### src/rtl/seg7_scan_drv.sv
// seg7_scan_drv: multiplexed 7-segment driver; shadowed BCD frame, de-ghost blanking, active-low seg/sel.
//   clk, rst_n (async, active low); bcd_in[4*DIG_NUM] packed BCD (digit 0 in [3:0]);
//   bcd_vld capture strobe; dp_in decimal points (1 = lit); blink_mask per-digit blink (SEG_BLINK_EN only);
//   seg {dp,g..a} active low; sel digit enables active low; frame_done pulse on the last slot's final cycle.
//   Define SEG_BLINK_EN to add the blink_mask port and the frame-counted blink phase.
module seg7_scan_drv #(
  parameter int DIG_NUM      = 6,
  parameter int SCAN_DIV     = 50000,
  parameter int BLANK_CYC    = 500,
  parameter int BLINK_FRAMES = 83
) (
  input  logic                 clk,
  input  logic                 rst_n,
  input  logic [4*DIG_NUM-1:0] bcd_in,
  input  logic                 bcd_vld,
  input  logic [DIG_NUM-1:0]   dp_in,
`ifdef SEG_BLINK_EN
  input  logic [DIG_NUM-1:0]   blink_mask,
`endif
  output logic [7:0]           seg,
  output logic [DIG_NUM-1:0]   sel,
  output logic                 frame_done
);
  localparam int CW = $clog2(SCAN_DIV);
  localparam int IW = DIG_NUM > 1 ? $clog2(DIG_NUM) : 1;
  localparam logic [CW-1:0] CNT_MAX = CW'(SCAN_DIV - 1);
  localparam logic [CW-1:0] CNT_BLK = CW'(BLANK_CYC);
  localparam logic [IW-1:0] IDX_MAX = IW'(DIG_NUM - 1);
  typedef enum logic {BLANK, DRIVE} state_t;
  state_t state_q, state_d;
  logic [CW-1:0] cnt_q, cnt_d;
  logic [IW-1:0] idx_q, idx_d;
  logic [4*DIG_NUM-1:0] pend_bcd_q, pend_bcd_d, disp_bcd_q, disp_bcd_d;
  logic [DIG_NUM-1:0] pend_dp_q, pend_dp_d, disp_dp_q, disp_dp_d, sel_q, sel_d;
  logic [7:0] seg_q, seg_d;
  logic [3:0] nib;
  logic pend_q, pend_d, fd_q, fd_d, slot_end, frame_end, blank_dig;
  function automatic logic [6:0] dec7(input logic [3:0] d);
    case (d)
      4'd0:    dec7 = 7'h40;
      4'd1:    dec7 = 7'h79;
      4'd2:    dec7 = 7'h24;
      4'd3:    dec7 = 7'h30;
      4'd4:    dec7 = 7'h19;
      4'd5:    dec7 = 7'h12;
      4'd6:    dec7 = 7'h02;
      4'd7:    dec7 = 7'h78;
      4'd8:    dec7 = 7'h00;
      4'd9:    dec7 = 7'h10;
      default: dec7 = 7'h3F;
    endcase
  endfunction
`ifdef SEG_BLINK_EN
  localparam int BW = BLINK_FRAMES > 1 ? $clog2(BLINK_FRAMES) : 1;
  localparam logic [BW-1:0] BLK_MAX = BW'(BLINK_FRAMES - 1);
  logic [BW-1:0] bcnt_q, bcnt_d;
  logic phase_q, phase_d;
  always_comb begin
    bcnt_d  = frame_end ? (bcnt_q == BLK_MAX ? '0 : bcnt_q + BW'(1)) : bcnt_q;
    phase_d = frame_end && bcnt_q == BLK_MAX ? ~phase_q : phase_q;
  end
  // mask is sampled live; phase uses its next value so it switches exactly at the frame boundary
  assign blank_dig = phase_d & blink_mask[idx_d];
`else
  assign blank_dig = 1'b0;
`endif
  // pins are computed from next-state values so each registered pin lines up with the counters it reflects
  always_comb begin
    slot_end   = cnt_q == CNT_MAX;
    frame_end  = slot_end && idx_q == IDX_MAX;
    cnt_d      = slot_end ? '0 : cnt_q + CW'(1);
    idx_d      = frame_end ? '0 : slot_end ? idx_q + IW'(1) : idx_q;
    state_d    = slot_end ? (CNT_BLK == '0 ? DRIVE : BLANK) :
                 (state_q == BLANK && cnt_d >= CNT_BLK) ? DRIVE : state_q;
    pend_d     = frame_end ? 1'b0 : (pend_q | bcd_vld);
    pend_bcd_d = bcd_vld && !frame_end ? bcd_in : pend_bcd_q;
    pend_dp_d  = bcd_vld && !frame_end ? dp_in : pend_dp_q;
    // a strobe on the boundary cycle bypasses the pending register
    disp_bcd_d = !frame_end ? disp_bcd_q : bcd_vld ? bcd_in : pend_q ? pend_bcd_q : disp_bcd_q;
    disp_dp_d  = !frame_end ? disp_dp_q : bcd_vld ? dp_in : pend_q ? pend_dp_q : disp_dp_q;
    nib        = disp_bcd_d[{idx_d, 2'b00} +: 4];
    seg_d      = state_d == BLANK || blank_dig ? 8'hFF : {~disp_dp_d[idx_d], dec7(nib)};
    sel_d      = state_d == BLANK ? '1 : ~(DIG_NUM'(1) << idx_d);
    fd_d       = cnt_d == CNT_MAX && idx_d == IDX_MAX;
  end
  always_ff @(posedge clk or negedge rst_n) begin
    if (!rst_n) begin
      state_q    <= BLANK;
      cnt_q      <= '0;
      idx_q      <= '0;
      pend_q     <= 1'b0;
      pend_bcd_q <= '0;
      pend_dp_q  <= '0;
      disp_bcd_q <= '0;
      disp_dp_q  <= '0;
      seg_q      <= 8'hFF;
      sel_q      <= '1;
      fd_q       <= 1'b0;
`ifdef SEG_BLINK_EN
      bcnt_q     <= '0;
      phase_q    <= 1'b0;
`endif
    end else begin
      state_q    <= state_d;
      cnt_q      <= cnt_d;
      idx_q      <= idx_d;
      pend_q     <= pend_d;
      pend_bcd_q <= pend_bcd_d;
      pend_dp_q  <= pend_dp_d;
      disp_bcd_q <= disp_bcd_d;
      disp_dp_q  <= disp_dp_d;
      seg_q      <= seg_d;
      sel_q      <= sel_d;
      fd_q       <= fd_d;
`ifdef SEG_BLINK_EN
      bcnt_q     <= bcnt_d;
      phase_q    <= phase_d;
`endif
    end
  end
  assign seg        = seg_q;
  assign sel        = sel_q;
  assign frame_done = fd_q;
endmodule

### config.mk
export PLATFORM = sky130hd
export DESIGN_NAME = seg7_scan_drv
export DESIGN_NICKNAME = d
export VERILOG_FILES = /design/src/rtl/seg7_scan_drv.sv
export SDC_FILE = /design/constraint.sdc
export NUM_CORES = 1
export LEC_CHECK = 0
export ABC_AREA = 0
export BUFFER_PORTS_ARGS = -buffer_cell sky130_fd_sc_hd__buf_4
export CAP_MARGIN = 25
export CORE_AREA = 2 2 103 105
export CTS_CLUSTER_DIAMETER = 200
export DETAILED_ROUTE_END_ITERATION = 8
export DIE_AREA = 0 0 105 107
export GPL_TIMING_DRIVEN = 0
export PLACE_DENSITY = 0.68
export SLEW_MARGIN = 20
export SYNTH_ARGS = -nofsm -noshare
export SYNTH_HDL_FRONTEND = slang
export SYNTH_SLANG_ARGS = --single-unit
### constraint.sdc
create_clock -name clk -period 4.2 [get_ports clk]
set_input_delay 0.21 -clock clk [delete_from_list [all_inputs] [get_ports clk]]
set_output_delay 0.21 -clock clk [all_outputs]
set_load 0.005 [all_outputs]
[Word level (Yosys, flattened, before mapping)]
Memory sizes are Yosys's and may differ from the RTL's.
Index checks and enable logic that the tools add are counted.
W data, S select, Z words.
Cells by class
  equal/unequal tests: 4
  $lt $le $gt $ge: 2
  mux-type cells: 16
  reductions and logical operators: 5
  bitwise operators: 4
  shifts and indexed selects: 2
  add/sub/neg operators: 2
Operators by type and width (number)
  $mux W24: 3
  $eq A16 B16 Y1 const B: 2
  $mux W6: 4
  $shiftx A24 B6 Y4: 1
  $add A16 B1 Y16 const B: 1
  $ge A16 B9 Y1 const B: 1
  $mux W16: 1
  $mux W8: 1
  $eq A3 B3 Y1 const B: 2
  $mux W3: 2
  $not A6 Y6: 1
  $shl A1 B3 Y6 const A: 1
  $logic_and A1 B1 Y1: 4
  $lt A3 B4 Y1 const B: 1
  $mux W1: 4
  $add A3 B1 Y3 const B: 1
  $bmux W1 S3: 1
  $not A1 Y1: 2
  $logic_not A1 Y1: 1
  $or A1 B1 Y1: 1
Storage, ports and cells
  ROM bits: 112
  output and inout port bits: 15
  register bits after elaboration: 96
  logic and storage cells: 47
  memories kept: 1
Memory list
  (name not given): depth 16, width 7, rd ports 1, clocked after Yosys merged registers in 0, wr ports 0, line 39  | case (d)

[Depth between registers and ports, before layout]
Gate-level depths: netlist (run 1).
  word-level depth: 7
  gate-level depth with buffers: 16
  mapped depth without buffers: 14

[Worst setup path before layout (run 1)]
Ideal clock, no wire load.
  kind: register -> register
  start point: reg cnt_q[7]
  end point: reg seg_q[5] (netlist: seg[5])
  data arrival time: 3.507 ns
  stages on the path, launching flop included: 14
  setup time: 0.072 ns
  required time: 4.128 ns
  path slack: 0.621 ns
  buffers on the path: 1
  path through: dfrtp_1 -> or4b_4 -> or4_4 -> buf_6 -> nor3_1 -> o2bb2ai_2 -> o21a_1 -> a2111oi_1 -> a21oi_2 -> inv_1 -> ha_1 -> nor3_1 -> a2111oi_4 -> o21ai_1
On the way
  longest elaborated chain between the ends: 7
  elaborated cells on any way between the ends: 14
Ends and longest elaborated chain
  from (decl): line 31  | logic [CW-1:0] cnt_q, cnt_d;
  from (signal assigned): line 105  | cnt_q <= cnt_d;
  $add A16 B1 Y16 or $eq A16 B16 Y1 (tied branches): line 71, 69
  $mux W16: line 71  | cnt_d = slot_end ? '0 : cnt_q + CW'(1);
  $ge A16 B9 Y1: line 74  | (state_q == BLANK && cnt_d >= CNT_BLK) ? DRIVE : state_q;
  $logic_and A1 B1 Y1: line 74
  $mux W1: line 74
  $mux W1: line 73  | state_d = slot_end ? (CNT_BLK == '0 ? DRIVE : BLANK) :
  $mux W8 (*): line 82  | seg_d = state_d == BLANK || blank_dig ? 8'hFF : {~disp_dp_d[idx_d], dec7(nib)};
  via seg_d[5]: line 35  | logic [7:0] seg_q, seg_d;
  to (signal assigned): line 112  | seg_q <= seg_d;
  to (decl): line 35
Mark *: on every way through the listed nets, which the timed path passes. The rest lies on a longest branch.
A chain may end at the register's enable or synchronous reset.

[Worst setup path after layout (run 1)]
Same ends and word-level chain as after synthesis.

==> flow_summary.yaml, run 1 <==
run_status:
  status: "completed"
clocking:
  clock_sinks: 96
  insertion_delay_ns: 0.37
  cts_tree: "yes"
  path_clk_slew_ns: 0.10
  cts_buffer_depth: 2
  h-tree-depth: 3
  cts_root_buf: "clkbuf_8"
  cts-buffers-inserted: 9
layout:
  fin_area_mm2: 0.00570
  nets: 563
  drive_gt1_share_pct: 27.6
  fillCellCount: 931
  area.growth.synth_to_final_pct: 15.8
  instances_no_fill: 662
  final_core_util_pct: 56.5
  antenna_cells: 0
drt:
  first_iter_violations: 239
  num_vias: 3890
  wl_per_cell_um: 18.6
  drt_pass1_iterations: 4
  drt-total-wl_um: 12300
  drc: 0
  via_per_inst: 5.88
  ant_nets: 0
timing:
  period_needed_ns: 3.98
  setup-violations-final: 0
  tns_ns: 0
  max_slew_margin_pct: 40.5
  fin_ws_ns: 0.223
  finalHoldViolCount: 0
  tightest_slew_ns: 0.892
  finClkSkew_ns: 0.0223
  fin_crit_sh_pct: 94.7
  hold_slack_ns: 0.0792
  rsz0062_at_grt: "false"
  report.final.slew_viol_count: 0
  fmax_mhz: 251
placement:
  postPlaceCellArea_mm2: 0.00544
  io_buffers: 46
  post-dp-hpwl_um: 8500
  routabilityCongestion: 0.852
  pre_cts_ws_ns: -0.0302
  dp_cells: 643
floorplan:
  num_io_pins: 48
  core_mm2: 0.0101
  rows: 37
  die_y_um: 107
  start_util_pct: 48.8
  dieWidth_um: 105
  die_area_mm2: 0.0112
power_and_ir_drop:
  leakage_nw: 2.44
  p_per_area_mw_per_mm2: 310
  vdd_drop_max_mv: 0.133
  finalPower_mw: 1.77
yosys:
  syn_area_mm2: 0.00492
  synth_edf_count: 0
  synth_top_area_share_pct: 41.7
  dominantRegCellSynth: "dfrtp_1"
  synth_top_cell_by_area: "dfrtp_1"
  synth-seq-cells: 96
  synth_top_family_by_area: "compound AO/OA/AOI/OAI gates"
  avgSynthCellArea_um2: 10.7
  netlist_instances: 461
  ys_warn_count: 0
  synth-xor-area-share_pct: 2.31
  muxShareOfSynthArea_pct: 7.55
  syn-num-nets: 503
  yosys.area_share.adder_pct: 2.29
  async_flop_share_pct: 100
  synthSimpleGateAreaFrac_pct: 15.7
  synth-compound-area-share_pct: 19.3
  synth.most_common_cell: "dfrtp_1"
  yosys-top-cells-count: "dfrtp_1 (82), a21oi_1 (33), mux2_2 (31)"
  synth_cell_type_count: 63
  synth.top_cells.by_area: "dfrtp_1 (42%), dfstp_2 (7.5%), mux2_2 (7.1%), a21oi_1 (3.4%), o22ai_1 (2.5%)"
  ys_seq_area_share_pct: 49.2
setup_path:
  cp-start-kind: "flop"
  reg2reg_from: "cnt_q[7]"
  crit_path_frequent_cell: "nor3_1"
  max_stage_delay_ns: 0.56
  crit_family: "simple AND/OR/NAND/NOR gates"
  cp.required_ns: 4.49
  path_class: "reg -> reg"
  r2r-end: "seg[5]"
  cp-end-kind: "flop"
  regToRegSetupSlack_ns: 0.22
  path_cells: "or4b_4, or4_4, buf_6, nor3_1, o2bb2ai_2, o21a_1, a2111oi_1, a21oi_2, inv_1, ha_1, nor3_1, a2111oi_4, o21ai_1"
  reg2reg_depth: 13
  crit_arrival_ns: 4.27
  cp_max_fo: 10
  cp_slowest_cell: "or4b_4"
  critPathBufInv: 2
global_route:
  grt_max_degree: 97
  grt_pass1_wl_um: 20300
  overflow: 0
  antenna_found_initial: 0
  first_global_vias: 3941
  track_usage_pct: 22.9
min_path:
  min_path_cells: 2
  hold_path.class: "in -> reg"
  hold_start: "bcd_in[11]"
  hold_path_end: "pend_bcd_q[11]"
job:
  maxCapViolations: 0
==> final cells by class <==
type	count	area, um^2	area share [%]
Buffer	27	129	2.26
Clock buffer	13	149	2.61
Clock inverter	3	67.6	1.19
Inverter	15	56.3	0.988
Multi-Input combinational cell	323	2330	40.9
Sequential cell	96	2420	42.5
Tap cell	136	170	2.99
Timing Repair Buffer	49	374	6.57
==> layer usage <==
metal / track usage (%) / routed length (um) / part of all wire (%)
met1: 32.1 / 5730 / 46
met2: 37.2 / 5840 / 47
met3: 2.61 / 575 / 4.7
met4: 8.10 / 200 / 1.6
met5: 0 / 0 / 0
==> worst max-delay path by stage <==
stage               cells after the start  slack, ns       from     end
floorplan                              13       0.62   cnt_q[7]  seg[5]
global placement                       13     -0.005  cnt_q[13]  seg[5]
detailed placement                     13      -0.03   cnt_q[7]  seg[5]
CTS                                    13      0.007   cnt_q[7]  seg[5]
global route                           14       0.02   cnt_q[0]  seg[5]
finish                                 13       0.22   cnt_q[7]  seg[5]
==> cells by family after synthesis <==
group | after synthesis
AOI/OAI and AO/OA | 135
and+or+nand+nor | 134
DFF | 96
buffers and inverters | 42
muxes | 32
xor gates and xnor gates | 13
adders and majority gates | 9
==> registers in the layout, summed over array words and instances (netlist names) <==
signal      flops
cnt_q          16
disp_bcd_q     24
disp_dp_q       6
frame_done      1
idx_q           3
pend_bcd_q     24
pend_dp_q       6
pend_q          1
seg             8
sel             6
state_q         1
==> power breakdown <==
group	internal [mW]	total, mW	switching [mW]
Sequential	0.960	0.978	0.0185
Clock	0.353	0.666	0.313
Combinational	0.0635	0.124	0.0608
Total	1.38	1.77	0.392
==> cells in the final DEF (no fill, tap or decap), types with 9 or more instances in the layout <==
cell type,n
clkbuf_1,20
nand3_1,12
ha_1,9
dfstp_2,14
o22ai_1,20
nand2b_1,15
dfrtp_1,82
nand2_1,14
o21ai_0,17
clkbuf_8,10
nor3_1,11
inv_1,15
buf_4,48
mux2_2,31
xor2_1,10
nand4_1,9
nor2_1,30
a21oi_1,33
==> what timing repair did <==
action,in CTS,in global routing
hold buffers,1,0
setup buffers,0,2
hold endpoints to repair,78,0
pin swaps,0,1
setup endpoints to repair,3,5
resized for setup,3,4
(Power assumes the default switching activity.)
==> run 2, diff against run 1 <==
- CTS_CLUSTER_SIZE: not set -> 40
- PLACE_DENSITY: 0.68 -> 0.7
- clock period: 4.2 -> 3.4 ns (I/O delays scaled with it)
==> flow_summary.yaml, run 2 (synthesized netlist as in run 1, its figures left out) <==
run_status:
  status: "finished with violations"
  violations: "negative setup slack"
power_and_ir_drop:
  vdd_drop_max_mv: 0.192
  p_comb_share_pct: 7.9
  p_seq_share_pct: 58.7
  internal_power_mw: 1.55
  p_per_area_mw_per_mm2: 328
  netSwitchingPower_mw: 0.510
  clock_power_share_pct: 33.5
  leakage_nw: 2.74
  swShare_pct: 24.8
global_route:
  first_global_vias: 4166
  track_usage_pct: 24.8
  grt_max_degree: 97
  overflow: 0
  grt_pass1_wl_um: 21500
  antenna_found_initial: 0
clocking:
  cts-buffers-inserted: 9
  clock_sinks: 96
  cts_buffer_depth: 2
  cts_root_buf: "clkbuf_8"
  path_clk_slew_ns: 0.10
  cts_tree: "yes"
  h-tree-depth: 3
  insertion_delay_ns: 0.39
drt:
  ant_nets: 0
  drc: 0
  drt-total-wl_um: 13800
  wl_per_cell_um: 19.7
  drt_pass1_iterations: 5
  num_vias: 4192
  via_per_inst: 5.99
  first_iter_violations: 338
setup_path:
  regToRegSetupSlack_ns: -0.14
  crit_arrival_ns: 3.84
  path_class: "reg -> reg"
  cp.required_ns: 3.70
  reg2reg_from: "cnt_q[13]"
  reg2reg_depth: 14
  cp_max_fo: 8
  cp-start-kind: "flop"
  cp-end-kind: "flop"
  r2r-end: "seg[5]"
layout:
  instances_no_fill: 700
  drive_gt1_share_pct: 40.1
  final_core_util_pct: 62.2
  nets: 601
  final_common_cell: "buf_4"
  antenna_cells: 0
  area.growth.synth_to_final_pct: 27.5
  final_cell_mix: "buf_4 (84), dfrtp_1 (81), mux2_2 (31)"
  reg.largest.list: "disp_bcd_q x24, pend_bcd_q x24, cnt_q x16"
timing:
  fmax_mhz: 283
  setup-violations-final: 6
  finClkSkew_ns: 0.0131
  fin_ws_ns: -0.139
  max_slew_margin_pct: 41.8
  rsz0062_at_grt: "true"
  fin_crit_sh_pct: 104
  period_needed_ns: 3.54
  tightest_slew_ns: 0.873
  finalHoldViolCount: 0
  report.final.slew_viol_count: 0
job:
  maxCapViolations: 0
placement:
  dp_cells: 643
  routabilityCongestion: 0.868
  io_buffers: 46
  post-dp-hpwl_um: 8550
floorplan:
  die_y_um: 107
  rows: 37
  num_io_pins: 48
  die_area_mm2: 0.0112
  dieWidth_um: 105
  start_util_pct: 48.8
  core_mm2: 0.0101
min_path:
  hold_start: "bcd_in[21]"
  hold_path.class: "in -> reg"
  min_path_cells: 2
  hold_path_end: "pend_bcd_q[21]"
[run 2: cell types whose count changed in the layout (fill, tap and decap cells not counted), moves of 4 or more]
cell,previous run,this run
a21oi_1,33,27
a21oi_2,1,6
clkbuf_1,20,12
clkinv_2,0,4
buf_4,48,84
buf_6,3,8
nor3_1,11,7
[run 2: what timing repair did]
| item | 4_1_cts | 5_1_grt |
|---|---|---|
| pin swaps | 20 | 16 |
| hold buffers | 1 | 0 |
| setup buffers | 26 | 13 |
| cloned | 1 | 1 |
| endpoints found under the hold margin | 82 | 0 |
| gates resized for setup | 48 | 28 |
| endpoints found under the setup margin | 7 | 8 |
[run 2: power groups by stage]
stage	Combinational (mW)	Sequential, mW	Clock (mW)
final	0.163	1.21	0.689
after global routing	0.179	1.21	0.755
after CTS	0.162	1.21	0.706
after detailed placement	0.154	1.23	0
after floorplan	0.0798	1.22	0
after global placement	0.149	1.23	0
[run 2: cell type report]
class | instances | area [um^2]
fill | 836 | 3820
inverter | 15 | 58.8
timing repair buffer | 88 | 701
buffer | 26 | 174
sequential | 96 | 2420
multi-input combinational | 323 | 2580
clock buffer | 10 | 138
clock inverter | 6 | 35.0
tap | 136 | 170
[run 2: how the worst max path moves through the flow]
stage | startpoint | end | slack, ns | cells after the start
finish | cnt_q[13] | seg[5] | -0.14 | 14
global route | cnt_q[8] | seg[5] | -0.21 | 14
CTS | cnt_q[7] | seg[5] | -0.01 | 14
detailed placement | idx_q[0] | seg[5] | -0.71 | 15
global placement | cnt_q[7] | seg[5] | -0.69 | 14
floorplan | cnt_q[7] | seg[5] | 0.002 | 13
[run 2: through the flow]
stage / instance area (um^2) / total power, mW / worst slack [ns] / hold WS (ns) / TNS [ns]
detailed placement: 5490 / 1.38 / -0.713 / 0.333 / -3.73
finish: 6270 / 2.06 / -0.139 / 0.0163 / -0.448
global route: 6270 / 2.15 / -0.210 / 0.0145 / -1.21
global placement: 5490 / 1.38 / -0.689 / 0.414 / -3.65
CTS: 6090 / 2.08 / -0.0142 / 0.00852 / -0.0168
floorplan: 4970 / 1.30 / 0.00243 / -0.126 / 0
[run 2: routing by layer]
| metal | vias to the layer above | wire [um] | GRT usage (%) |
|---|---|---|---|
| li1 | 1887 | - | - |
| met1 | 2092 | 5960 | 33.5 |
| met2 | 173 | 6550 | 39.8 |
| met3 | 40 | 851 | 4.26 |
| met4 | 0 | 432 | 10.4 |
| met5 | - | 0 | 0 |
[run 2: critical path, cell delays in order, from the launching register on]
cell	delay, ns
dfrtp_1	0.39
or4b_4	0.55
or4_4	0.50
buf_8	0.17
buf_12	0.14
nor3_4	0.12
a21oi_2	0.09
o211a_1	0.25
a2111oi_4	0.40
a21oi_4	0.15
inv_4	0.11
ha_4	0.16
nor2_2	0.06
a2111oi_4	0.28
o21ai_2	0.09
